**src/rtl/regfile_arbiter_pkg.sv**
```systemverilog
// rtl/regfile_arbiter_pkg.sv - shared widths, FSM encoding and round-robin pick helper
//
// Holds the default regfile geometry shared by the arbiter and the regfile.
// It also holds the arbiter state encoding and the two-way round-robin pick
// function used by rr_arb2.
package regfile_arbiter_pkg;

    localparam int DATA_W_DEF = 8;
    localparam int ADDR_W_DEF = 3;

    typedef enum logic [1:0] {
        ST_IDLE = 2'd0,
        ST_OWN0 = 2'd1,
        ST_OWN1 = 2'd2
    } arb_state_t;

    // One-hot pick from two requesters. A lone requester wins outright.
    // On contention, ptr selects the winner (0 -> requester 0, 1 -> requester 1).
    function automatic logic [1:0] rr_pick(input logic [1:0] req, input logic ptr);
        logic [1:0] pick;
        if (req == 2'b11) begin
            pick = ptr ? 2'b10 : 2'b01;
        end else begin
            pick = req;
        end
        return pick;
    endfunction

endpackage

```
**src/rtl/rr_arb2.sv**
```systemverilog
// rtl/rr_arb2.sv - two-input round-robin pick with priority pointer
//
// Ports:
//   clk, rst  : clock, synchronous active-high reset
//   en        : arbitration enabled this cycle; when low, no grant is produced and ptr holds
//   req[1:0]  : request vector {req1, req0}
//   gnt[1:0]  : one-hot combinational grant
module rr_arb2
    import regfile_arbiter_pkg::*;
(
    input  logic       clk,
    input  logic       rst,
    input  logic       en,
    input  logic [1:0] req,
    output logic [1:0] gnt
);

    // ptr = requester that wins the next tie; it flips to the loser of every grant.
    logic ptr;

    assign gnt = en ? rr_pick(req, ptr) : 2'b00;

    always_ff @(posedge clk) begin
        if (rst) begin
            ptr <= 1'b0;
        end else if (gnt[0]) begin
            ptr <= 1'b1;
        end else if (gnt[1]) begin
            ptr <= 1'b0;
        end
    end

endmodule

```
**src/rtl/regfile_arbiter.sv**
```systemverilog
// rtl/regfile_arbiter.sv - two-requester regfile arbiter with lock and pipelined read return
//
// Ports:
//   clk, rst            : clock, synchronous active-high reset
//   req0/1, lock0/1     : access request; keep ownership after the current grant
//   we0/1, addr0/1      : write (1) / read (0), target register
//   wdata0/1            : write data
//   gnt0/1              : combinational grant, transfer when req & gnt
//   rvalid0/1, rdata    : read return, valid two cycles after the read grant
//   rf_n, rf_d, rf_w    : registered address / write data / write enable to regfile
//   rf_q                : combinational regfile read data of entry rf_n
module regfile_arbiter
    import regfile_arbiter_pkg::*;
#(
    parameter int DATA_W = DATA_W_DEF,
    parameter int ADDR_W = ADDR_W_DEF
) (
    input  logic              clk,
    input  logic              rst,
    input  logic              req0,
    input  logic              req1,
    input  logic              lock0,
    input  logic              lock1,
    input  logic              we0,
    input  logic              we1,
    input  logic [ADDR_W-1:0] addr0,
    input  logic [ADDR_W-1:0] addr1,
    input  logic [DATA_W-1:0] wdata0,
    input  logic [DATA_W-1:0] wdata1,
    output logic              gnt0,
    output logic              gnt1,
    output logic              rvalid0,
    output logic              rvalid1,
    output logic [DATA_W-1:0] rdata,
    output logic [ADDR_W-1:0] rf_n,
    output logic [DATA_W-1:0] rf_d,
    output logic              rf_w,
    input  logic [DATA_W-1:0] rf_q
);

    arb_state_t state;
    arb_state_t state_nxt;

    logic [1:0] rr_gnt;
    logic       rr_en;

    // Round-robin arbitration only runs in IDLE. Under reset it is disabled,
    // so no grant is issued and the pointer cannot advance.
    assign rr_en = (state == ST_IDLE) && !rst;

    rr_arb2 u_rr_arb2 (
        .clk (clk),
        .rst (rst),
        .en  (rr_en),
        .req ({req1, req0}),
        .gnt (rr_gnt)
    );

    always_ff @(posedge clk) begin
        if (rst) begin
            state <= ST_IDLE;
        end else begin
            state <= state_nxt;
        end
    end

    always_comb begin
        state_nxt = state;
        gnt0      = 1'b0;
        gnt1      = 1'b0;
        if (!rst) begin
            case (state)
                ST_IDLE: begin
                    gnt0 = rr_gnt[0];
                    gnt1 = rr_gnt[1];
                    if (rr_gnt[0] && lock0) begin
                        state_nxt = ST_OWN0;
                    end else if (rr_gnt[1] && lock1) begin
                        state_nxt = ST_OWN1;
                    end
                end
                ST_OWN0: begin
                    // Owner keeps the port. Ownership is released when the owner
                    // stops requesting or makes an unlocked transfer.
                    gnt0 = req0;
                    if (!req0 || !lock0) begin
                        state_nxt = ST_IDLE;
                    end
                end
                ST_OWN1: begin
                    gnt1 = req1;
                    if (!req1 || !lock1) begin
                        state_nxt = ST_IDLE;
                    end
                end
                default: begin
                    state_nxt = ST_IDLE;
                end
            endcase
        end
    end

    // Mux the granted requester's command into the regfile stage.
    logic              xfer;
    logic              xfer_we;
    logic [ADDR_W-1:0] xfer_addr;
    logic [DATA_W-1:0] xfer_wdata;

    assign xfer       = gnt0 | gnt1;
    assign xfer_we    = gnt0 ? we0    : we1;
    assign xfer_addr  = gnt0 ? addr0  : addr1;
    assign xfer_wdata = gnt0 ? wdata0 : wdata1;

    // Per-port read in flight, one cycle behind the grant.
    logic rd_pend0;
    logic rd_pend1;

    always_ff @(posedge clk) begin
        if (rst) begin
            rf_n     <= '0;
            rf_d     <= '0;
            rf_w     <= 1'b0;
            rd_pend0 <= 1'b0;
            rd_pend1 <= 1'b0;
        end else begin
            rf_w     <= xfer & xfer_we;
            rd_pend0 <= gnt0 & ~we0;
            rd_pend1 <= gnt1 & ~we1;
            if (xfer) begin
                rf_n <= xfer_addr;
                rf_d <= xfer_wdata;
            end
        end
    end

    // rf_q reflects rf_n one cycle after the grant. A write granted in the
    // previous cycle has already committed by the time a following read
    // samples rf_q, so the read sees the new value.
    always_ff @(posedge clk) begin
        if (rst) begin
            rdata   <= '0;
            rvalid0 <= 1'b0;
            rvalid1 <= 1'b0;
        end else begin
            rvalid0 <= rd_pend0;
            rvalid1 <= rd_pend1;
            if (rd_pend0 || rd_pend1) begin
                rdata <= rf_q;
            end
        end
    end

endmodule
```
**config.mk**
```make
export PLATFORM = sky130hd
export DESIGN_NAME = regfile_arbiter
export DESIGN_NICKNAME = d
export VERILOG_FILES = /design/src/rtl/regfile_arbiter_pkg.sv /design/src/rtl/rr_arb2.sv /design/src/rtl/regfile_arbiter.sv
export SDC_FILE = /design/constraint.sdc
export NUM_CORES = 1
export LEC_CHECK = 0
export CORE_ASPECT_RATIO = 0.75
export CORE_MARGIN = 2
export CORE_UTILIZATION = 40
export DETAILED_ROUTE_END_ITERATION = 8
export GPL_TIMING_DRIVEN = 0
export PLACE_DENSITY_LB_ADDON = 0.08
export SKIP_LAST_GASP = 1
export SYNTH_ARGS = -nofsm -noshare
export SYNTH_HDL_FRONTEND = slang
export SYNTH_SLANG_ARGS = --single-unit
```
**constraint.sdc**
```tcl
create_clock -name clk -period 3.65 [get_ports clk]
set_clock_uncertainty 0.2 [all_clocks]
set_input_delay 0.73 -clock clk [delete_from_list [all_inputs] [get_ports clk]]
set_output_delay 0.73 -clock clk [all_outputs]
set_load 0.01 [all_outputs]
```
==> summary by stage <==
Outcome
The run finished with clean final reports.

GRT
Entering global routing, the biggest net connects 15 pins. The initial antenna violation count is 0. The first global-routing pass estimated 4457 microns of wire. The total congestion overflow after global routing is 0. The via count of the first global-routing pass is approximately 990.

Global routing used approximately 18% of the available tracks. Global routing consumed, on the met1 layer, about a fifth of the routing resources. The global routing stage identified its most utilized layer as met2.

The met2 track demand over resource is 31.62%. The global-route track usage on met3 is ~6%.

STA
Across all hold checks on the routed design, the worst slack comes to between 0.2 and 0.3 ns. The final worst setup slack is approximately 0.28 ns. The smallest clock period supported by the final layout is computed as 3.374 ns.

Of the available clock period, the critical path in the final layout requires 92.44%. The final sum of negative setup slack is 0 ns. The highest achievable clock rate is between 0.2 and 0.3 GHz. The final number of max-transition violations is 0. The count of endpoints failing hold in the final timing report is 0. The final setup violation count is 0. At the pin with the least slew margin, the transition time is between 0.5 and 0.6 ns. Setup repair after global routing left no endpoint under its margin. The worst slew slack as a fraction of its limit is about two thirds.

Drt
Across all layers, the routed design uses approximately 1100 vias. For this block, the initial DRC count from the detailed router was 36. Summed over all layers, the routed wires come to between 2000 and 3000 microns. After detailed routing, the average wire length per cell comes to ~13 microns. The remaining routing DRC violations is 0. The count of nets left with antenna violations after detail routing is 0. The average via count per standard cell is 4.981. The number of iterations in the first detailed-routing pass is 4.

Yosys
The count of different cell masters after synthesis is 24. The fraction of post-synthesis cell area in the top cell type by area is 48.27%. The cell type with the highest aggregate area in the netlist is sky130_fd_sc_hd__dfxtp_1. Sequential elements use about half of the synthesized area.

The gate count after technology mapping is 114. The netlist area before placement is ~1100 sq um. The total of flip-flops plus latches after synthesis is 27.

The post-synthesis area per instance is ~9.8 sq um. The number of warnings issued by yosys is 0. The post-synth net total is ~150. In the post-synthesis netlist, the biggest area contributors are sky130_fd_sc_hd__dfxtp_1 (48%), sky130_fd_sc_hd__a31oi_1 (6.1%), sky130_fd_sc_hd__o221a_1 (6.0%), sky130_fd_sc_hd__o221a_2 (5.0%), sky130_fd_sc_hd__a21oi_1 (4.0%).

Die
The number of cell rows is 16. The total area inside the core boundary comes to ~2600 sq um. The die area is between 3000 and 4000 sq um. The die is 65.10 microns wide. The count of pins on the block boundary is between 60 and 70. The die height is roughly 50 microns. The initial cell density of the core is between 40% and 50%.

Place
The estimated wirelength of the detail-placed design is 2166 microns. The setup slack at placement is approximately 0.29 ns. The final RePlAce weighted congestion is about 0.69. During placement, the flow inserted port buffers numbering between 60 and 70.

Setup path
In this run the worst path has a maximum fanout of 10. The worst register-to-register path ends at rf_n[1]$_SDFFE_PP0P_. The timing endpoint of the critical path is gnt0. The worst register-to-register path has a depth of 4.

The critical path goes through clkdlybuf4s50_1, buf_2, buf_1, nor2_1, clkdlybuf4s50_1. The type of origin of the critical path is a primary input. The launch point of the critical path is rst.

The largest individual stage delay along the critical path comes from the cell sky130_fd_sc_hd__clkdlybuf4s50_1. The worst setup path is captured at an output pin. The most numerous cell on the critical path is sky130_fd_sc_hd__clkdlybuf4s50_1. Data on the critical path is required at its endpoint by around 2.7 ns. The setup check on the worst reg-to-reg path leaves a slack of 2.25 ns. The startpoint of the most critical register-to-register path is state[1]$_SDFFE_PP0P_. In this design, the stage delay of the slowest critical-path cell is around 0.50 ns. STA puts the critical path data arrival time at roughly 2.4 ns. The startpoint-to-endpoint class of the critical path is primary input to output pin.

Flow run
Across the run, the number of max-cap violations was 0.

Power and ir drop
The peak ir drop on the vdd network is 222.0 uV. Dividing total power by cell area gives a power density of between 300 and 400 nW/um^2. The analysis attributes to cell leakage a power of ~0.67 nW.

Clock network
The number of sinks on the clock net is 27. The maximum number of buffers from clock root to sink is 2. The TritonCTS clock tree is done. After clock tree synthesis, the setup repair step added 0 buffers. The root cell of the clock tree is sky130_fd_sc_hd__clkbuf_8.

In this run, post-CTS hold repair placed 0 buffers. The clock latency at the later pin of the worst-skew pair is between 0.2 and 0.3 ns. The number of gates resized after CTS was 0. TritonCTS created 3 clock buffers. The clock-pin slew reported for the worst setup and hold paths after clock tree synthesis is around 0.080 ns. In this run the number of H-tree levels came out at 1.

Layout
The flip-flop and latch area is roughly 540 sq um. 0 antenna diodes ended up in the layout. Compared with the post-synthesis result, the final layout area differs by 62.57%.

The post-route core utilization is 68.89%. The fill cell total of the finished layout is 230. In the layout the commonest cells are sky130_fd_sc_hd__clkdlybuf4s50_1 (61), sky130_fd_sc_hd__dfxtp_1 (27), sky130_fd_sc_hd__inv_1 (12). The most frequent standard cell in the layout excluding fill and tap cells is sky130_fd_sc_hd__clkdlybuf4s50_1.

Of the cells placed in the final design, the portion with a size suffix greater than 1 is 12.29%. The final net count is 218. The area of the multi-input gates is between 400 and 500 sq um.

Worst hold path
The path class of the tightest hold or removal check is register to register. Counting instances, the worst hold path has a depth of 2.
-- through the flow --
stage / instances / power (mW) / area [sq um]
after floorplan: 114 / 0.4015 / 1120
after global placement: 211 / 0.4889 / 1775
after detailed placement: 211 / 0.4927 / 1775
after CTS: 215 / 0.6566 / 1821
after global routing: 215 / 0.6795 / 1821
final: 215 / 0.6487 / 1821
-- worst min-delay path by stage --
stage | start | slack, ns | end
floorplan | rdata[0]$_SDFFE_PP0P_ | 0.28 | rdata[0]$_SDFFE_PP0P_
global placement | rdata[1]$_SDFFE_PP0P_ | 0.24 | rdata[1]$_SDFFE_PP0P_
detailed placement | rdata[3]$_SDFFE_PP0P_ | 0.24 | rdata[3]$_SDFFE_PP0P_
CTS | rdata[3]$_SDFFE_PP0P_ | 0.26 | rdata[3]$_SDFFE_PP0P_
global route | rdata[3]$_SDFFE_PP0P_ | 0.28 | rdata[3]$_SDFFE_PP0P_
finish | rdata[3]$_SDFFE_PP0P_ | 0.25 | rdata[3]$_SDFFE_PP0P_
-- layer usage --
| layer | vias to the layer above | share of wire (%) | routed length [microns] |
|---|---|---|---|
| met2 | 32 | 49 | 1379 |
| met4 | 0 | 0.85 | 24 |
| met3 | 4 | 7.1 | 200 |
| li1 | 537 | - | - |
| met1 | 498 | 43 | 1227 |
| met5 | - | 0 | 0 |
-- critical path, delay by kind of cell --
kind                   cells  cell delay (ns)
buffers and inverters      4             1.63
AND/OR/NAND/NOR            1             0.09
-- cells in the mapped netlist (all sizes together) --
cell / number
a21oi: 9
nor4b: 1
o21bai: 2
a31oi: 11
nand2: 8
nor3: 2
inv: 13
o21ai: 8
nor3b: 2
nand2b: 3
clkbuf: 3
or3b: 1
dfxtp: 27
o32ai: 1
nor2: 4
buf: 6
o221a: 11
nor2b: 2
-- power by group --
part           internal, mW  switching, mW  total [mW]
Sequential            0.315         0.0108       0.326
Clock                0.0781         0.0853       0.163
Combinational        0.0976         0.0622       0.160
-- state kept, by name (all words and copies together) (netlist names) --
signal,count
rvalid1,1
u_rr_arb2.ptr,1
rdata,8
rd_pend1,1
rd_pend0,1
rvalid0,1
state,2
rf_d,8
rf_w,1
rf_n,3
-- cell type report --
| type | count | area share [%] |
|---|---|---|
| inverter | 13 | 2.680 |
| buffer | 9 | 2.887 |
| tap | 36 | 2.474 |
| multi-input combinational | 65 | 26.25 |
| clock buffer | 4 | 2.474 |
| timing repair buffer | 61 | 33.54 |
| sequential | 27 | 29.69 |
-- cell families after synthesis --
logic type | synth area share, %
buf+inv | 9.049
simple gates | 13.07
compound gates | 29.61
flops | 48.27
(Power assumes the default switching activity.)
